## src/rtl/board_renderer_vga.sv

```systemverilog
// Pixel stage behind the VGA synchronizer: draws a 4x4 board of coloured
// cells with a fixed two-cycle latency and re-times sync/blank to match.
// Board writes land in a shadow copy that is copied to the displayed copy
// at the start of vertical blanking, so a frame always shows one snapshot.
module board_renderer_vga #(
   parameter int HACTIVE = 640,
   parameter int VACTIVE = 480,
   parameter int GRID_X0 = 120,
   parameter int GRID_Y0 = 40,
   parameter int CELL    = 100,
   parameter int BORDER  = 4
) (
   input  logic       clk,
   input  logic       rst,
   input  logic [9:0] x,
   input  logic [9:0] y,
   input  logic       sync_h_in,
   input  logic       sync_v_in,
   input  logic       blank_in,
   input  logic       wr_valid,
   output logic       wr_ready,
   input  logic [3:0] wr_cell,
   input  logic [3:0] wr_code,
   input  logic       commit,
   output logic       commit_ack,
   output logic       sync_h_out,
   output logic       sync_v_out,
   output logic       blank_out,
   output logic [7:0] Red,
   output logic [7:0] Green,
   output logic [7:0] Blue
);

   localparam logic [10:0] GX0    = 11'(GRID_X0);
   localparam logic [10:0] GX1    = 11'(GRID_X0 + CELL);
   localparam logic [10:0] GX2    = 11'(GRID_X0 + 2*CELL);
   localparam logic [10:0] GX3    = 11'(GRID_X0 + 3*CELL);
   localparam logic [10:0] GX_END = 11'(GRID_X0 + 4*CELL);
   localparam logic [10:0] GY0    = 11'(GRID_Y0);
   localparam logic [10:0] GY1    = 11'(GRID_Y0 + CELL);
   localparam logic [10:0] GY2    = 11'(GRID_Y0 + 2*CELL);
   localparam logic [10:0] GY3    = 11'(GRID_Y0 + 3*CELL);
   localparam logic [10:0] GY_END = 11'(GRID_Y0 + 4*CELL);
   localparam logic [10:0] BRD    = 11'(BORDER);
   localparam logic [10:0] HA     = 11'(HACTIVE);
   localparam logic [10:0] VA     = 11'(VACTIVE);

   typedef enum logic {IDLE, PENDING} state_t;

   state_t      state;
   logic [3:0]  shadow [16];
   logic [3:0]  live   [16];

   logic [10:0] xe, ye, x_edge, y_edge, ox_c, oy_c;
   logic [1:0]  cx_c, cy_c;
   logic        in_grid_c, border_c, vblank_start;

   logic        s1_hs, s1_vs, s1_bl, s1_in, s1_border;
   logic [1:0]  s1_cx, s1_cy;
   logic [3:0]  cell_code;
   logic [23:0] rgb_c;

   assign xe = {1'b0, x};
   assign ye = {1'b0, y};
   assign vblank_start = (x == '0) && (ye == VA);

   // Cell classification by comparing against the constant cell edges
   always_comb begin
      cx_c   = 2'd0;
      x_edge = GX0;
      if (xe >= GX3)      begin cx_c = 2'd3; x_edge = GX3; end
      else if (xe >= GX2) begin cx_c = 2'd2; x_edge = GX2; end
      else if (xe >= GX1) begin cx_c = 2'd1; x_edge = GX1; end
      cy_c   = 2'd0;
      y_edge = GY0;
      if (ye >= GY3)      begin cy_c = 2'd3; y_edge = GY3; end
      else if (ye >= GY2) begin cy_c = 2'd2; y_edge = GY2; end
      else if (ye >= GY1) begin cy_c = 2'd1; y_edge = GY1; end
      ox_c      = xe - x_edge;
      oy_c      = ye - y_edge;
      in_grid_c = (xe >= GX0) && (xe < GX_END) && (ye >= GY0) && (ye < GY_END)
                  && (xe < HA) && (ye < VA);
      border_c  = (in_grid_c && ((ox_c < BRD) || (oy_c < BRD)))
                  || (xe == GX_END - 11'd1) || (ye == GY_END - 11'd1);
   end

   // Stage 1: register strobes and pixel classification
   always_ff @(posedge clk) begin
      if (rst) begin
         s1_hs     <= 1'b1;
         s1_vs     <= 1'b1;
         s1_bl     <= 1'b0;
         s1_in     <= 1'b0;
         s1_border <= 1'b0;
         s1_cx     <= '0;
         s1_cy     <= '0;
      end else begin
         s1_hs     <= sync_h_in;
         s1_vs     <= sync_v_in;
         s1_bl     <= blank_in;
         s1_in     <= in_grid_c;
         s1_border <= border_c;
         s1_cx     <= cx_c;
         s1_cy     <= cy_c;
      end
   end

   // Colour rules in priority order using the displayed board
   always_comb begin
      cell_code = live[{s1_cy, s1_cx}];
      rgb_c     = '0;
      if (!s1_bl || !s1_in)    rgb_c = '0;
      else if (s1_border)      rgb_c = 24'h404040;
      else if (cell_code == 0) rgb_c = 24'h202020;
      else rgb_c = {cell_code, 4'h0, 8'hFF - {cell_code, 4'h0}, 8'h80};
   end

   // Stage 2: register colour and the re-timed strobes
   always_ff @(posedge clk) begin
      if (rst) begin
         sync_h_out <= 1'b1;
         sync_v_out <= 1'b1;
         blank_out  <= 1'b0;
         Red        <= '0;
         Green      <= '0;
         Blue       <= '0;
      end else begin
         sync_h_out <= s1_hs;
         sync_v_out <= s1_vs;
         blank_out  <= s1_bl;
         {Red, Green, Blue} <= rgb_c;
      end
   end

   // Write port, commit FSM and shadow-to-live transfer at vblank start
   always_ff @(posedge clk) begin
      if (rst) begin
         state      <= IDLE;
         wr_ready   <= 1'b1;
         commit_ack <= 1'b0;
         for (int unsigned i = 0; i < 16; i++) begin
            shadow[i] <= '0;
            live[i]   <= '0;
         end
      end else begin
         commit_ack <= 1'b0;
         if (wr_valid && wr_ready) shadow[wr_cell] <= wr_code;
         case (state)
            IDLE: begin
               if (commit) begin
                  state    <= PENDING;
                  wr_ready <= 1'b0;
               end
            end
            PENDING: begin
               if (vblank_start) begin
                  for (int unsigned i = 0; i < 16; i++) live[i] <= shadow[i];
                  commit_ack <= 1'b1;
                  wr_ready   <= 1'b1;
                  state      <= IDLE;
               end
            end
            default: state <= IDLE;
         endcase
      end
   end

endmodule
```

## config.mk

```make
export PLATFORM = sky130hd
export DESIGN_NAME = board_renderer_vga
export DESIGN_NICKNAME = d
export VERILOG_FILES = /design/src/rtl/board_renderer_vga.sv
export SDC_FILE = /design/constraint.sdc
export NUM_CORES = 1
export LEC_CHECK = 0
export ABC_AREA = 1
export CAP_MARGIN = 5
export CORE_ASPECT_RATIO = 0.7
export CORE_MARGIN = 10
export CORE_UTILIZATION = 60
export DETAILED_ROUTE_END_ITERATION = 16
export GPL_ROUTABILITY_DRIVEN = 0
export GPL_TIMING_DRIVEN = 0
export PLACE_DENSITY_LB_ADDON = 0.08
export SYNTH_ARGS = -nofsm -noshare
export SYNTH_HDL_FRONTEND = slang
export SYNTH_SLANG_ARGS = --single-unit
```

## constraint.sdc

```tcl
create_clock -name clk -period 4.5 [get_ports clk]
set_input_delay 0.675 -clock clk [delete_from_list [all_inputs] [get_ports clk]]
set_output_delay 0.675 -clock clk [all_outputs]
set_load 0.02 [all_outputs]
```

==> metrics.csv, run 1 <==
metric,value,unit
outcome,finished clean,
Max VDD drop,0.000302,V
Main synth FF type,edfxtp_1,
vias per cell,5.40,
critical path type,input pin to register,
CTS root buf,clkbuf_16,
period utilization,83.1,%
Clock Skew,0.00896,ns
final core occ,73.6,%
Slew @ Worst Pin,0.862,ns
P_leak,3.74,nW
DR DRC count,0,
Ports,64,
Die W,152,um
core area,11900,sq um
CTS Hold Bufs,0,
Bufs on Longest Clock Path,2,
max-slew violations,0,
Gate Count Post-Synth,802,
Hold Path Stages,1,
"Distinct cells, synth",38,
fin area,8720,sq um
Post-synth EDFFs,128,
ant diodes,0,
DRT antenna net count,0,
worst-case reg-to-reg path depth,4,
Reg area,4380,sq um
final worst path period need,3.74,ns
Pwr Density,396,nW/um^2
# resized after CTS,0,
placed inst area,8130,sq um
worst-skew pair later-pin latency,0.42,ns
"Max FO, Critical Path",6,
CTS tree,built,
total wire length,17.7,mm
worst hold path class,register to register,
nets,931,
port bufs,53,
Die ar.,17200,sq um
"FF+latch count, synth",155,
Worst EP arrival,4.04,ns
Startpoint Class,input pin,
GRT Overall Usage,20.3,%
unrepaired setup endpoints after global routing,no,
Fmax,267,MHz
# setup viols final,0,
RR Startpoint,wr_ready$_SDFFE_PP1P_,
Hold Crit Endpoint,sync_v_out$_SDFF_PP1_,
worst hold margin,0.414,ns
initial core utilization,62.1,%
Final Hold Viols,0,
Post-CTS Setup Bufs,0,
area of the multi-input gates,2340,sq um
R2R setup slack,2.34,ns
# fillers,813,
P&R area growth vs syn,18.4,%
Clock transition at path regs,0.06,ns
H-tree lvl count,4,
syn avg cell area,9.18,sq um
Rows,33,
Slew headroom,42.5,%
Die H,113,um
CTS sink count,155,
WL/cell,16.8,um
drt pass-1 iters,5,
routed vias,5685,
ys async rst share,0,%
hold path start,s1_vs$_SDFF_PP1_,
largest net degree at the start of global routing,66,
first-pass GRT wire length,28.0,mm
initial antenna violation count,0,
1st-iter DRT viols,554,
max_cap viols,0,
share of cells above drive strength 1,7.82,%
CTS Buf Count,17,
total power,0.00346,W
CP Capture Type,register,
YS warnings,0,
Post-DP HPWL,12.8,mm
part of the Yosys area used for sequential elements,59.6,%
total gr overflow,0,
Synth Cell Area,7360,sq um
Reg-to-Reg End,shadow[1][2]$_SDFFCE_PN0P_,
setup tns final,0,ns
critical path required time,4.80,ns
vias in the first global route,5389,
area by class of cell:
cell class,count,area share (%)
Clock buffer,24,5.41
Buffer,36,2.27
Timing Repair Buffer,53,6.09
Sequential cell,155,50.3
Clock inverter,8,1.36
Multi-Input combinational cell,493,26.9
Inverter,126,5.43
Tap cell,157,2.25
critical path, stage by stage:
cell and delay, ns:
clkdlybuf4s50_1 0.51, or2_2 0.35, o21ai_0 0.38, inv_1 0.20, nand2_1 0.11, nand2_1 0.10
inv_1 0.08, ha_1 0.13, inv_1 0.06, fa_1 0.40, nand3_1 0.08, nand3_1 0.10
nand2_1 0.08, a21oi_1 0.07, nor2_1 0.13, xor2_1 0.17, nor2_1 0.06, nand3_1 0.17
nand2_1 0.08, nand2_1 0.05, nand2_1 0.05
metrics by stage:
stage	setup WS (ns)	cells
after detailed placement	0.414	1020
after CTS	0.843	1052
after global routing	0.500	1052
after floorplan	1.26	810
after global placement	0.0987	1020
final	0.762	1052
where the power goes:
part	switching, W	internal, W
combinational	0.000261	0.000138
sequential	0.0000203	0.00161
clock	0.000532	0.000898
cell usage after synthesis (2+ instances only):
master,n,share of area (%)
nor2_1,214,11
edfxtp_1,128,52
inv_1,125,6.4
nand2_1,97,4.9
o21ai_0,38,2.6
nand3_1,29,2.0
dfxtp_1,27,7.3
clkbuf_1,17,0.87
o211ai_1,17,1.7
a21oi_1,16,1.1
buf_4,13,1.3
ha_1,12,2.0
nor3_1,8,0.54
or2_2,8,0.68
nand2_2,6,0.51
nor4_1,5,0.42
o21ai_1,5,0.34
nand4_1,4,0.34
xor2_1,4,0.48
a31oi_1,3,0.25
buf_2,3,0.20
clkbuf_2,2,0.14
fa_1,2,0.54
nand2_4,2,0.31
nand3_2,2,0.27
nand3b_1,2,0.20
nor2_2,2,0.17
metal layers:
metal | global-route usage, % | wire length, um | vias up
met5 | 0 | 0 | -
met1 | 28.7 | 8080 | 2625
met2 | 30.4 | 7640 | 294
li1 | - | - | 2740
met4 | 4.93 | 202 | 0
met3 | 5.30 | 1770 | 26
logic make-up after synthesis:
kind of cell / synth area share (%)
and+or+nand+nor: 21.4
buffers and inverters: 9.11
DFF: 59.6
AOI/OAI and AO/OA: 6.68
adders and majority gates: 2.58
xor gates and xnor gates: 0.595
other: 0.0509
flip-flops by register name, indices dropped and copies added (netlist names), named ones only:
name        flops
sync_v_out      1
blank_out       1
Blue            3
s1_border       1
live           64
s1_in           1
s1_vs           1
sync_h_out      1
s1_hs           1
state           1
wr_ready        1
s1_bl           1
commit_ack      1
Green           5
shadow         64
Red             4
layout by cell type (no fill, tap or decap), types with 2 or more instances in the layout:
cell and n:
a21oi_1 16, a31oi_1 3, buf_2 3, buf_4 13
bufinv_16 3, clkbuf_1 22, clkbuf_16 17, clkbuf_2 2
clkbuf_8 2, clkdlybuf4s50_1 53, clkinv_2 2, clkinvlp_4 2
conb_1 9, dfxtp_1 27, edfxtp_1 128, fa_1 2
ha_1 12, inv_1 125, nand2_1 96, nand2_2 6
nand2_4 3, nand3_1 29, nand3_2 2, nand3b_1 2
nand4_1 4, nor2_1 214, nor2_2 2, nor3_1 8
nor4_1 5, o211ai_1 17, o21ai_0 38, o21ai_1 5
or2_2 8, xor2_1 4
worst max-delay path by stage:
stage | start | endpoint | slack (ns)
floorplan | x[6] | live[0][0]$_SDFFCE_PN0P_ | 1.26
global route | x[7] | s1_border$_SDFF_PP0_ | 0.50
detailed placement | x[7] | s1_border$_SDFF_PP0_ | 0.41
global placement | x[7] | live[1][2]$_SDFFCE_PN0P_ | 0.1
CTS | x[7] | s1_border$_SDFF_PP0_ | 0.84
finish | x[7] | s1_border$_SDFF_PP0_ | 0.76
Note: power is estimated with default switching activity, not from simulation.
==> run 2: changes to the inputs <==
--- a/config.mk
+++ b/config.mk
@@ -9,7 +9,7 @@
 export CAP_MARGIN = 5
 export CORE_ASPECT_RATIO = 0.7
 export CORE_MARGIN = 10
-export CORE_UTILIZATION = 60
+export CORE_UTILIZATION = 58
 export DETAILED_ROUTE_END_ITERATION = 16
 export GPL_ROUTABILITY_DRIVEN = 0
 export GPL_TIMING_DRIVEN = 0
==> constraint.sdc (replaced) <==
create_clock -name clk -period 3.46 [get_ports clk]
set_input_delay 0.519 -clock clk [delete_from_list [all_inputs] [get_ports clk]]
set_output_delay 0.519 -clock clk [all_outputs]
set_load 0.02 [all_outputs]
==> metrics.csv, run 2 (same netlist as run 1, synthesis figures left out) <==
metric,value,unit,change
period utilization,93.9,%,
Logic pwr share,12.0,%,was 11.5%
R2R setup slack,1.38,ns,was 2.34 ns
vias per cell,5.39,,was 5.40
largest net degree at the start of global routing,38,,was 66
WL/cell,16.9,um,was 16.8 um
placed inst area,8150,sq um,was 8130 sq um
CP peak stage delay,0.49,ns,was 0.51 ns
1st-iter DRT viols,515,,was 554
Net Sw Power,0.00105,W,was 0.000814 W
initial antenna violation count,0,,unchanged
Bufs on Longest Clock Path,2,,unchanged
DR DRC count,0,,unchanged
P&R area growth vs syn,18.2,%,was 18.4%
routed vias,5682,,"was 5,685"
max-slew violations,0,,unchanged
Die ar.,17700,sq um,"was 17,200 sq um"
drt pass-1 iters,5,,unchanged
Final Hold Viols,0,,unchanged
# setup viols final,0,,unchanged
outcome,finished clean,,unchanged
Finished Layout Cells,1055,,"was 1,052"
most frequent cells in the layout,"nor2_1 (213), edfxtp_1 (128), inv_1 (124), nand2_1 (96), clkdlybuf4s50_1 (51)",,"was nor2_1 (214), edfxtp_1 (128), inv_1 (125), nand2_1 (96), clkdlybuf4s50_1 (53)"
CTS tree,built,,unchanged
CTS root buf,clkbuf_16,,unchanged
total power,0.00436,W,was 0.00346 W
worst hold margin,0.418,ns,was 0.414 ns
Post-DP HPWL,13.0,mm,was 12.8 mm
worst-case reg-to-reg path depth,8,,was 4
CP max stage cell,clkdlybuf4s50_1,,unchanged
initial core utilization,59.3,%,was 62.1%
Pwr Density,501,nW/um^2,was 396 nW/um^2
M2 GR Usage,30.3,%,was 30.4%
Inst Count DP,1026,,"was 1,020"
GR Layer Usage met3,5.71,%,was 5.30%
Hold Path Stages,1,,unchanged
ant diodes,0,,unchanged
Startpoint Class,input pin,,unchanged
Largest regs,"live: 64 flops, shadow: 64 flops, Green: 5 flops",,unchanged
vias in the first global route,5388,,"was 5,389"
Post-CTS Setup Bufs,0,,unchanged
"commonest non-fill, non-tap cell in the layout",nor2_1,,unchanged
worst-skew pair later-pin latency,0.42,ns,about the same
DRT antenna net count,0,,unchanged
GRT Overall Usage,20.1,%,was 20.3%
Seq pwr share,48.5,%,was 47.0%
"Max FO, Critical Path",5,,was 6
worst hold path class,register to register,,unchanged
CTS Buf Count,17,,unchanged
max_cap viols,0,,unchanged
Rows,34,,was 33
CTS Hold Bufs,0,,unchanged
Slew headroom,43.1,%,was 42.5%
final core occ,70.1,%,was 73.6%
Sw Share,24.1,%,was 23.6%
P_leak,3.75,nW,was 3.74 nW
Slew @ Worst Pin,0.851,ns,was 0.862 ns
hold path start,s1_vs$_SDFF_PP1_,,unchanged
Max VDD drop,0.000387,V,was 0.000302 V
core area,12400,sq um,"was 11,900 sq um"
Fmax,308,MHz,
busiest metal layer after global routing,met2,,unchanged
Clock transition at path regs,0.06,ns,about the same
CP Capture Type,register,,unchanged
critical path required time,3.77,ns,was 4.80 ns
final worst path period need,3.25,ns,
Hold Crit Endpoint,sync_v_out$_SDFF_PP1_,,unchanged
port bufs,53,,unchanged
fin area,8700,sq um,was 8720 sq um
total wire length,17.8,mm,was 17.7 mm
critical path type,input pin to register,,unchanged
total gr overflow,0,,unchanged
H-tree lvl count,4,,unchanged
Die H,114,um,was 113 um
Reg-to-Reg End,Red[4]$_SDFF_PP0_,,was shadow[1][2]$_SDFFCE_PN0P_
CP Cell Sequence,"clkdlybuf4s50_1, or2_2, o21ai_4, inv_2, nand2_1, nand2_1, inv_1, ha_1, inv_1, fa_1, nand3_1, nand3_1, nand2_1, a21oi_1, nor2_1, xor2_1, nor2_1, nand3_1, nand2_1, nand2_1, nand2_1",,"was clkdlybuf4s50_1, or2_2, o21ai_0, inv_1, nand2_1, nand2_1, inv_1, ha_1, inv_1, fa_1, nand3_1, nand3_1, nand2_1, a21oi_1, nor2_1, xor2_1, nor2_1, nand3_1, nand2_1, nand2_1, nand2_1"
Worst EP arrival,3.56,ns,was 4.04 ns
grt met1 use,27.7,%,was 28.7%
Pint,0.00331,W,was 0.00264 W
Clock Skew,0.0122,ns,was 0.00896 ns
nets,932,,was 931
Clk pwr share,39.6,%,was 41.4%
first-pass GRT wire length,28.0,mm,about the same
"most used cell, CP",nand2_1,,unchanged
Die W,155,um,was 152 um
share of cells above drive strength 1,8.17,%,was 7.82%
CTS sink count,155,,unchanged
Ports,64,,unchanged
run 2: how the worst max path moves through the flow:
stage	slack [ns]	start	cells past startpoint	end
after CTS	0.07	x[6]	21	s1_border$_SDFF_PP0_
final	0.21	x[6]	21	s1_border$_SDFF_PP0_
after floorplan	0.37	x[6]	6	live[0][0]$_SDFFCE_PN0P_
after global placement	-0.75	x[7]	7	live[0][0]$_SDFFCE_PN0P_
after detailed placement	-0.51	x[6]	21	s1_border$_SDFF_PP0_
after global routing	-0.03	x[9]	22	s1_border$_SDFF_PP0_
run 2: cell type report:
class                      count  area, sq um
multi-input combinational    493         2350
buffer                        36          198
tap                          162          203
clock inverter                 9          101
inverter                     126          473
clock buffer                  20          437
fill                         940         3720
sequential                   155         4380
timing repair buffer          54          556
run 2: power groups by stage:
stage / combinational (W) / sequential [W] / clock, W
after CTS: 0.000512 / 0.00211 / 0.00173
after global placement: 0.000486 / 0.00215 / 0
after global routing: 0.000577 / 0.00212 / 0.00180
final: 0.000522 / 0.00212 / 0.00173
after detailed placement: 0.000508 / 0.00215 / 0
after floorplan: 0.000336 / 0.00215 / 0
run 2: repair_timing:
item	CTS	global route
gates cloned	0	0
gates resized for setup	1	6
endpoints found under the setup margin	1	1
endpoints found under the hold margin	0	0
run 2: routing by layer:
metal	vias to the layer above	share of wire, %
li1	2736	-
met1	2665	46
met2	259	44
met3	22	9.2
met4	0	1.4
met5	-	0
run 2: critical path, delay by kind of cell:
family	cells	cell delay, ns
buffers and inverters	4	0.71
adder cells (fa/ha/maj)	2	0.53
XOR/XNOR	1	0.18
AND/OR/NAND/NOR	12	1.37
AO/OA/AOI/OAI	2	0.26
run 2: per-stage QoR:
stage | setup slack, ns | setup TNS [ns]
after global routing | -0.0307 | -0.0307
after detailed placement | -0.510 | -0.510
after floorplan | 0.371 | 0
after global placement | -0.754 | -48.99
final | 0.210 | 0
after CTS | 0.0661 | 0
==> run 3: changes to the inputs <==
--- a/config.mk
+++ b/config.mk
@@ -9,7 +9,7 @@
 export CAP_MARGIN = 5
 export CORE_ASPECT_RATIO = 0.7
 export CORE_MARGIN = 10
-export CORE_UTILIZATION = 58
+export CORE_UTILIZATION = 52
 export DETAILED_ROUTE_END_ITERATION = 16
 export GPL_ROUTABILITY_DRIVEN = 0
 export GPL_TIMING_DRIVEN = 0
==> constraint.sdc (replaced) <==
create_clock -name clk -period 2.66 [get_ports clk]
set_input_delay 0.399 -clock clk [delete_from_list [all_inputs] [get_ports clk]]
set_output_delay 0.399 -clock clk [all_outputs]
set_load 0.02 [all_outputs]
==> metrics.csv, run 3 (same netlist as run 1, synthesis figures left out) <==
metric,value,unit,change
outcome,finished clean,,unchanged
CTS tree,built,,unchanged
total gr overflow,0,,unchanged
Met1 Routed Length,8.39,mm,was 8.15 mm
CP Capture Type,register,,unchanged
"Max FO, Critical Path",6,,was 5
R2R setup slack,0.53,ns,was 1.38 ns
Clock Skew,0.00836,ns,was 0.0122 ns
Worst EP arrival,2.87,ns,was 3.56 ns
Buf/Inv on CP,4,,unchanged
H-tree lvl count,4,,unchanged
period utilization,94.7,%,
routed vias,5593,,"was 5,682"
CP peak stage delay,0.35,ns,was 0.49 ns
max_cap viols,0,,unchanged
Fmax,397,MHz,
Rows,36,,was 34
CTS sink count,155,,unchanged
1st-iter DRT viols,470,,was 515
DRT antenna net count,0,,unchanged
Inst Count DP,1053,,"was 1,026"
P&R area growth vs syn,20.1,%,was 18.2%
Die W,162,um,was 155 um
Largest regs,"live: 64 flops, shadow: 64 flops, Green: 5 flops",,unchanged
hold path start,s1_hs$_SDFF_PP1_,,was s1_vs$_SDFF_PP1_
initial antenna violation count,0,,unchanged
initial core utilization,53.1,%,was 59.3%
Hold Path Stages,1,,unchanged
# setup viols final,0,,unchanged
core area,13900,sq um,"was 12,400 sq um"
Reg-to-Reg End,Red[4]$_SDFF_PP0_,,unchanged
Ports,64,,unchanged
Die H,120,um,was 114 um
area of the multi-input gates,2410,sq um,was 2350 sq um
met2 WL post-DR,7.38,mm,was 7.79 mm
Slew @ Worst Pin,0.849,ns,was 0.851 ns
Reg area,4380,sq um,unchanged
Max VDD drop,0.000544,V,was 0.000387 V
port bufs,53,,unchanged
total wire length,17.6,mm,was 17.8 mm
Pwr Density,651,nW/um^2,was 501 nW/um^2
worst hold path class,register to register,,unchanged
CP Cell Sequence,"clkbuf_2, or2_4, o21ai_4, inv_2, nand2_1, nand2_2, inv_1, ha_1, inv_2, fa_2, nand3_1, nand3_2, nand2_1, a21oi_2, nor2_1, xor2_1, nor2_1, nand3_2, nand2_1, nand2_1, nand2_1",,"was clkdlybuf4s50_1, or2_2, o21ai_4, inv_2, nand2_1, nand2_1, inv_1, ha_1, inv_1, fa_1, nand3_1, nand3_1, nand2_1, a21oi_1, nor2_1, xor2_1, nor2_1, nand3_1, nand2_1, nand2_1, nand2_1"
final core occ,63.7,%,was 70.1%
Final Hold Viols,0,,unchanged
worst-case reg-to-reg path depth,9,,was 8
WL/cell,16.1,um,was 16.9 um
first-pass GRT wire length,27.4,mm,was 28.0 mm
fin area,8840,sq um,was 8700 sq um
worst-skew pair later-pin latency,0.41,ns,was 0.42 ns
final worst path period need,2.52,ns,
Clock transition at path regs,0.06,ns,about the same
Critical Path Source,x[7],,was x[6]
"most used cell, CP",nand2_1,,unchanged
Post-DP HPWL,12.9,mm,was 13.0 mm
CP max stage cell,fa_2,,was clkdlybuf4s50_1
setup tns final,0,ns,unchanged
cell family with most CP delay,simple AND/OR/NAND/NOR gates,,unchanged
met3 wire len,1.64,mm,unchanged
GRT Overall Usage,18.0,%,was 20.1%
DR DRC count,0,,unchanged
Startpoint Class,input pin,,unchanged
total power,0.00576,W,was 0.00436 W
max layer used,met4,,unchanged
"commonest non-fill, non-tap cell in the layout",nor2_1,,unchanged
Finished Layout Cells,1093,,"was 1,055"
most frequent cells in the layout,"nor2_1 (211), edfxtp_1 (128), inv_1 (119), nand2_1 (94), clkdlybuf4s50_1 (37)",,"was nor2_1 (213), edfxtp_1 (128), inv_1 (124), nand2_1 (96), clkdlybuf4s50_1 (51)"
nets,939,,was 932
critical path type,input pin to register,,unchanged
CTS Buf Count,17,,unchanged
share of cells above drive strength 1,12.2,%,was 8.17%
Bufs on Longest Clock Path,2,,unchanged
Slew headroom,43.4,%,was 43.1%
vias in the first global route,5111,,"was 5,388"
vias per cell,5.12,,was 5.39
max-slew violations,0,,unchanged
drt pass-1 iters,5,,unchanged
Die ar.,19400,sq um,"was 17,700 sq um"
CTS root buf,clkbuf_16,,unchanged
ant diodes,0,,unchanged
P_leak,3.86,nW,was 3.75 nW
largest net degree at the start of global routing,66,,was 38
placed inst area,8170,sq um,was 8150 sq um
critical path required time,3.01,ns,was 3.77 ns
Hold Crit Endpoint,sync_h_out$_SDFF_PP1_,,was sync_v_out$_SDFF_PP1_
# fillers,1143,,was 940
## run 3: worst register-to-register path: stages, from the launching register on
cell,delay [ns]
dfxtp_1,0.44
clkbuf_1,0.41
o21ai_0,0.17
o211ai_1,0.32
o211ai_1,0.21
nand2_1,0.15
nor2_2,0.04
nand2_2,0.09
nand2_2,0.09
a21oi_1,0.14
## run 3: cell type report
type	instances	area share, %
clock inverters	8	0.538
clock buffers	24	5.98
inverters	126	5.35
multi-input cells	493	27.3
well taps	190	2.69
repair buffers	61	6.37
plain buffers	36	2.24
flip-flops and latches	155	49.6
## run 3: power breakdown
| group | leakage [nW] | internal, W | switching [W] |
|---|---|---|---|
| Sequential | 1.54 | 0.00272 | 0.0000331 |
| Combinational | 2.02 | 0.000241 | 0.000452 |
| Clock | 0.301 | 0.00140 | 0.000922 |
## run 3: per-layer routing
| layer | global-route usage (%) | up-vias |
|---|---|---|
| li1 | - | 2749 |
| met1 | 26.9 | 2577 |
| met2 | 25.9 | 246 |
| met3 | 3.86 | 21 |
| met4 | 4.82 | 0 |
| met5 | 0 | - |
## run 3: worst max path at each step
stage / cells past startpoint / to / slack, ns
floorplan: 20 / s1_border$_SDFF_PP0_ / 0.02
global placement: 21 / s1_border$_SDFF_PP0_ / -0.92
detailed placement: 21 / s1_border$_SDFF_PP0_ / -0.99
CTS: 22 / s1_border$_SDFF_PP0_ / 0.00005
global route: 23 / s1_border$_SDFF_PP0_ / -0.08
finish: 21 / s1_border$_SDFF_PP0_ / 0.14
## run 3: metrics by stage
stage / hold slack, ns / setup WS (ns)
finish: 0.414 / 0.141
detailed placement: 0.405 / -0.990
floorplan: 0.389 / 0.0231
CTS: 0.420 / 0.0000464
global route: 0.436 / -0.0824
global placement: 0.392 / -0.917
## run 3: what timing repair did
| item | CTS | global route |
|---|---|---|
| resized for setup | 23 | 32 |
| cloned | 0 | 0 |
| buffers inserted | 1 | 7 |
| pin swaps | 3 | 15 |
| hold buffers | 0 | 0 |
| endpoints found under the setup margin | 1 | 1 |
